## src/rtl/freq_gen_pkg.sv

```systemverilog
// freq_gen_pkg: shared types, reset defaults and config legality rule for freq_gen.
// Contents: state_t (IDLE/HIGH/LOW), cfg_t {div, high}, DEF_DIV_C/DEF_HIGH_C, cfg_legal().
// cfg_t is sized by CFG_W; freq_gen's DIV_W must not exceed it.
package freq_gen_pkg;

  localparam int unsigned CFG_W      = 32;
  localparam int unsigned DEF_DIV_C  = 10;
  localparam int unsigned DEF_HIGH_C = 5;

  typedef enum logic [1:0] {
    IDLE = 2'd0,
    HIGH = 2'd1,
    LOW  = 2'd2
  } state_t;

  typedef struct packed {
    logic [CFG_W-1:0] div;
    logic [CFG_W-1:0] high;
  } cfg_t;

  // A period needs at least one high and one low cycle.
  function automatic logic cfg_legal(input cfg_t c);
    return (c.div >= CFG_W'(2)) && (c.high >= CFG_W'(1)) && (c.high < c.div);
  endfunction

endpackage

```

## src/rtl/freq_gen_cfg.sv

```systemverilog
// freq_gen_cfg: config handshake, validation and single-entry pending register.
// Ports: cfg_valid_i/cfg_ready_o/cfg_div_i/cfg_high_i handshake in, cfg_err_o pulse out,
//        pend_vld_o/pend_o to the FSM, pend_clr_i from the FSM when it consumes a period start.
module freq_gen_cfg
  import freq_gen_pkg::*;
#(
  parameter int unsigned DIV_W = CFG_W
) (
  input  logic             sys_clk,
  input  logic             sys_rst,
  input  logic             cfg_valid_i,
  output logic             cfg_ready_o,
  input  logic [DIV_W-1:0] cfg_div_i,
  input  logic [DIV_W-1:0] cfg_high_i,
  output logic             cfg_err_o,
  output logic             pend_vld_o,
  output cfg_t             pend_o,
  input  logic             pend_clr_i
);

  logic pend_vld_q, pend_vld_d;
  cfg_t pend_q, pend_d;
  logic err_q, err_d;
  cfg_t cand;
  logic xfer;

  assign cand.div    = CFG_W'(cfg_div_i);
  assign cand.high   = CFG_W'(cfg_high_i);
  assign cfg_ready_o = ~pend_vld_q;
  assign xfer        = cfg_valid_i & cfg_ready_o;

  always_comb begin
    pend_vld_d = pend_vld_q;
    pend_d     = pend_q;
    err_d      = 1'b0;
    if (pend_clr_i) pend_vld_d = 1'b0;
    // A transfer can only happen with the slot empty, so it never races a
    // clear of live data; when both land together the new config must survive.
    if (xfer) begin
      if (cfg_legal(cand)) begin
        pend_vld_d = 1'b1;
        pend_d     = cand;
      end else begin
        err_d = 1'b1;
      end
    end
  end

  always_ff @(posedge sys_clk or posedge sys_rst) begin
    if (sys_rst) begin
      pend_vld_q <= 1'b0;
      pend_q     <= '0;
      err_q      <= 1'b0;
    end else begin
      pend_vld_q <= pend_vld_d;
      pend_q     <= pend_d;
      err_q      <= err_d;
    end
  end

  assign cfg_err_o  = err_q;
  assign pend_vld_o = pend_vld_q;
  assign pend_o     = pend_q;

endmodule

```

## src/rtl/freq_gen.sv

```systemverilog
// freq_gen: programmable glitch-free square wave; period/high time in sys_clk cycles.
// Ports: sys_clk/sys_rst, en run enable, cfg_* valid/ready config, clk_out (registered),
//        period_done (last cycle of each period), cfg_err (illegal config pulse), period_cnt.
module freq_gen
  import freq_gen_pkg::*;
#(
  parameter int unsigned DIV_W    = CFG_W,
  parameter int unsigned DEF_DIV  = DEF_DIV_C,
  parameter int unsigned DEF_HIGH = DEF_HIGH_C
) (
  input  logic             sys_clk,
  input  logic             sys_rst,
  input  logic             en,
  input  logic             cfg_valid,
  output logic             cfg_ready,
  input  logic [DIV_W-1:0] cfg_div,
  input  logic [DIV_W-1:0] cfg_high,
  output logic             clk_out,
  output logic             period_done,
  output logic             cfg_err,
  output logic [31:0]      period_cnt
);

  localparam logic [DIV_W-1:0] ONE = DIV_W'(1);

  state_t           state_q, state_d;
  logic [DIV_W-1:0] cnt_q, cnt_d;
  logic [DIV_W-1:0] div_q, div_d;
  logic [DIV_W-1:0] high_q, high_d;
  logic [31:0]      pcnt_q;
  logic             clk_q;
  logic             boundary;
  logic             load;
  logic             pend_vld;
  cfg_t             pend;

  freq_gen_cfg #(.DIV_W(DIV_W)) u_cfg (
    .sys_clk     (sys_clk),
    .sys_rst     (sys_rst),
    .cfg_valid_i (cfg_valid),
    .cfg_ready_o (cfg_ready),
    .cfg_div_i   (cfg_div),
    .cfg_high_i  (cfg_high),
    .cfg_err_o   (cfg_err),
    .pend_vld_o  (pend_vld),
    .pend_o      (pend),
    .pend_clr_i  (load)
  );

  // Last cycle of a period: the only point where settings may change.
  assign boundary = (state_q == LOW) && (cnt_q == div_q - ONE);

  // State register (plus counters and active settings).
  always_ff @(posedge sys_clk or posedge sys_rst) begin
    if (sys_rst) begin
      state_q <= IDLE;
      cnt_q   <= '0;
      div_q   <= DIV_W'(DEF_DIV);
      high_q  <= DIV_W'(DEF_HIGH);
      pcnt_q  <= '0;
      clk_q   <= 1'b0;
    end else begin
      state_q <= state_d;
      cnt_q   <= cnt_d;
      div_q   <= div_d;
      high_q  <= high_d;
      pcnt_q  <= pcnt_q + 32'(boundary);
      clk_q   <= (state_d == HIGH);
    end
  end

  // Next-state logic.
  always_comb begin
    state_d = state_q;
    cnt_d   = cnt_q;
    div_d   = div_q;
    high_d  = high_q;
    unique case (state_q)
      IDLE: begin
        cnt_d = '0;
        if (en) state_d = HIGH;
      end
      HIGH: begin
        cnt_d = cnt_q + ONE;
        if (cnt_q == high_q - ONE) state_d = LOW;
      end
      LOW: begin
        if (boundary) begin
          cnt_d   = '0;
          state_d = en ? HIGH : IDLE;
        end else begin
          cnt_d = cnt_q + ONE;
        end
      end
      default: begin
        cnt_d   = '0;
        state_d = IDLE;
      end
    endcase
    // A new period starts: adopt the pending config if one was registered.
    if (load && pend_vld) begin
      div_d  = pend.div[DIV_W-1:0];
      high_d = pend.high[DIV_W-1:0];
    end
  end

  // Outputs.
  always_comb begin
    load        = en && ((state_q == IDLE) || boundary);
    period_done = boundary;
  end

  assign clk_out    = clk_q;
  assign period_cnt = pcnt_q;

endmodule

```

## config.mk

```make
export PLATFORM = sky130hd
export DESIGN_NAME = freq_gen
export DESIGN_NICKNAME = d
export VERILOG_FILES = /design/src/rtl/freq_gen_pkg.sv /design/src/rtl/freq_gen_cfg.sv /design/src/rtl/freq_gen.sv
export SDC_FILE = /design/constraint.sdc
export NUM_CORES = 1
export LEC_CHECK = 0
export BUFFER_PORTS_ARGS = -buffer_cell sky130_fd_sc_hd__buf_2
export CAP_MARGIN = 20
export CORE_UTILIZATION = 30
export CTS_BUF_LIST = sky130_fd_sc_hd__clkbuf_16
export CTS_CLUSTER_DIAMETER = 150
export DETAILED_ROUTE_END_ITERATION = 8
export PLACE_DENSITY_LB_ADDON = 0.3
export SYNTH_ARGS = -nofsm -noshare
export SYNTH_HDL_FRONTEND = slang
export SYNTH_SLANG_ARGS = --single-unit
export TNS_END_PERCENT = 50
```

## constraint.sdc

```tcl
create_clock -name sys_clk -period 6 [get_ports sys_clk]
set_clock_uncertainty 0.2 [all_clocks]
set_input_delay 0 -clock sys_clk [delete_from_list [all_inputs] [get_ports sys_clk]]
set_output_delay 0 -clock sys_clk [all_outputs]
set_load 0.02 [all_outputs]
```

==> summary.md <==
| Metric | Value |
|---|---|
| Antenna Violating Nets Remaining | `0` |
| Vias in the first global route | `around 8,600` |
| CTS Root Cell | `clkbuf_16` |
| Slew headroom | `between 30% and 40%` |
| P&R area growth vs syn | `19.9%` |
| Worst-case clock buffer depth | `2` |
| Worst slew pin tran | `916 ps` |
| Worst ir drop on vdd | `roughly 0.26 mV` |
| PortBufs | `a little over 100` |
| Vias | `roughly 8,500` |
| EDFF count, synth | `0` |
| Syn nets | `roughly 1,200` |
| CTS Buf Count | `17` |
| Pleak | `around 6 nW` |
| Yosys reg bits | `~200` |
| Most common cell after layout, fill and taps aside | `dfrtp_1` |
| Most frequent cells in the layout | `dfrtp_1, buf_2, xnor2_1` |
| # DRC | `0` |
| Power Dens Cells | `about 400 mW/mm²` |
| Setup Viol. Count Final | `0` |
| Sink Count | `between 150 and 200` |
| Largest net degree at the start of global routing | `130` |
| Top_reg_cell synth | `dfrtp_1` |
| WP data arrival | `roughly 5000 ps` |
| Die Y | `between 150 and 200 µm` |
| Final cycle utilization of the critical path | `~81%` |
| Row Count | `70` |
| Crit-path cells | `nor3_1, nand4_1, o21a_1, or4_1, a31oi_1, and4bb_1, and2_2, ha_1, ha_1, nand2_1, nor3_1, and3_1, nand4_1, inv_1, nand2_1, xnor2_1` |
| Max Freq | `approximately 0.21 GHz` |
| Gr busiest metal | `met2` |
| CP peak stage delay | `between 500 and 600 ps` |
| Delay-heaviest family, CP | `simple AND/OR/NAND/NOR gates` |
| Max cap viols | `0` |
| Initial Utilization | `around 31%` |
| Global route overflow | `0` |
| Vias/cell | `just under 5` |
| CP startpoint kind | `flop` |
| # fillers | `around 3,700` |
| Mapped Area | `about 0.011 mm²` |
| Slowest CP cell | `nor3_1` |
| Initial antenna violation count | `0` |
| Status | `complete, no violations` |
| Hold crit path type | `primary input to async pin` |
| IO Count | `104` |
| Async SR Flop Fraction | `100%` |
| Crit path required time | `6140 ps` |
| Total Routed Length | `a little under 30 mm` |
| Gpl congestion | `approximately 0.89` |
| Sequential share of the synthesized area | `43.3%` |
| Die Area | `just under 0.04 mm²` |
| Die width | `~200 µm` |
| Crit path buffers/inverters | `1` |
| Initial DRT Pass Iterations | `5` |
| CTS tree | `done` |
| CTS H-tree depth | `4` |
| Initial DRC Count | `between 500 and 600` |
| First-pass GRT wire length | `slightly below 50 mm` |
| DP Worst Slack | `around 1200 ps` |
| Setup crit end kind | `flop` |
| Met2 Usage GRT | `approximately a quarter` |
| Setup TNS | `0 ps` |
| Worst-Skew Late Latency | `around 450 ps` |
| Fin. Hold Viols | `0` |
| Core area | `about 0.037 mm²` |
| Number of distinct library cells after synthesis | `64` |
| Grt met3 use | `2.46%` |
| Max Slew Vio Count | `0` |
| Wire per inst | `between 15 and 20 µm` |
| Tot GR Track Use | `between 15 and 20%` |
| Global-route met1 utilization | `between 20% and 30%` |
| Post-layout min period | `between 4000 and 5000 ps` |
| Crit path max fanout | `9` |
| Syn avg cell area | `between 10 and 15 µm²` |
| Worst Path Class, Setup | `flop to flop` |
| Hpwl dp | `22.3 mm` |
| Synthesis warning total | `0` |
| Clock Pin Slew Worst Setup and Hold Paths | `approximately 80 ps` |
| Final worst-path setup slack | `around 1200 ps` |
| Synth Instances | `between 1,000 and 1,500` |
| Layout cells sized above 1 | `roughly a quarter` |
| RSZ-0062 raised after global routing | `no` |
| Fin nets | `around 1,300` |
per-layer routing:
metal	up-vias	part of all wire, %
li1	4083	-
met1	4283	49
met2	144	46
met3	31	2.6
met4	0	2.9
met5	-	0
logic make-up (layout without fill, tap and decap cells):
family | Yosys count | in the layout | share of synthesized area [%]
other cells | 0 | 1 | 0
compound gates | 111 | 111 | 6.82
buf+inv | 98 | 264 | 3.69
fa+ha+maj | 40 | 40 | 4.40
xor+xnor | 127 | 127 | 9.77
mux | 136 | 136 | 15.4
flops | 197 | 197 | 43.3
simple gates | 341 | 341 | 16.6
metrics by stage:
step / area, µm² / std cells / total power, mW / hold WS, ps / util, %
2_1_floorplan: 11400 / 1050 / 3.67 / -70.2 / -
3_3_place_gp: 12400 / 1621 / 4.13 / 67.9 / 33.6
3_5_place_dp: 12400 / 1621 / 4.18 / 60.5 / 33.6
4_1_cts: 13700 / 1720 / 5.35 / 124 / 36.9
5_1_grt: 13700 / 1720 / 5.65 / 126 / 36.9
6_report: 13700 / 1721 / 5.31 / 56.0 / 36.9
final cells by class:
class | count | area [µm²] | area share (%)
Multi-Input combinational cell | 755 | 6040 | 44.2
Antenna cell | 1 | 2.50 | 0.0183
Inverter | 56 | 218 | 1.59
Clock buffer | 17 | 425 | 3.12
Tap cell | 504 | 631 | 4.62
Sequential cell | 197 | 4930 | 36.1
Clock inverter | 15 | 148 | 1.08
Timing Repair Buffer | 176 | 1260 | 9.20
registers in the layout (all words and copies together), names as in the netlist:
signal / cells
period_cnt: 32
cnt_q: 32
u_cfg.pend_o: 64
state_q: 2
u_cfg.pend_vld_o: 1
clk_out: 1
div_q: 32
high_q: 32
u_cfg.cfg_err_o: 1
worst min-delay path: stages:
cell and delay [ps]:
dlygate4sd3_1 530, buf_2 150, inv_8 570
synth_stat cells (16+ instances only):
| cell type | instances | area [µm²] |
|---|---|---|
| nor2_1 | 73 | 274 |
| clkbuf_1 | 28 | 105 |
| and3_1 | 18 | 113 |
| mux2_4 | 60 | 901 |
| inv_1 | 56 | 210 |
| nand3_1 | 33 | 165 |
| nor3_1 | 20 | 100 |
| nand4_1 | 29 | 181 |
| nor4_1 | 41 | 257 |
| a21oi_1 | 23 | 115 |
| dfrtp_1 | 193 | 4830 |
| xor2_1 | 50 | 438 |
| nand2b_1 | 16 | 100 |
| xnor2_1 | 77 | 674 |
| ha_1 | 40 | 500 |
| mux2_2 | 71 | 800 |
| nand2_1 | 36 | 135 |
repair_timing:
item / in CTS / in global routing
hold buffers: 67 / 0
endpoints found under the hold margin: 195 / 0
gates resized for setup: 0 / 0
setup buffers: 0 / 0
final timing paths:
| path | from | endpoint | slack (ps) | cells past startpoint |
|---|---|---|---|---|
| max in group asynchronous | sys_rst | div_q[8] | 3980 | 4 |
| setup reg to reg | div_q[2] | period_cnt[26] | 1150 | 16 |
| setup / recovery | div_q[2] | period_cnt[26] | 1150 | 16 |
| min in group sys_clk | cfg_div[12] | u_cfg.pend_o[44] | 140 | 3 |
| hold / removal | sys_rst | period_cnt[18] | 60 | 3 |
| hold reg to reg | period_cnt[9] | period_cnt[9] | 290 | 1 |
where the power goes:
group,leakage [nW],internal (mW),switching (mW)
Combinational,3.32,1.05,0.791
Sequential,2.47,1.80,0.556
Clock,0.275,0.550,0.563
Power figures use the tool's default switching activity.
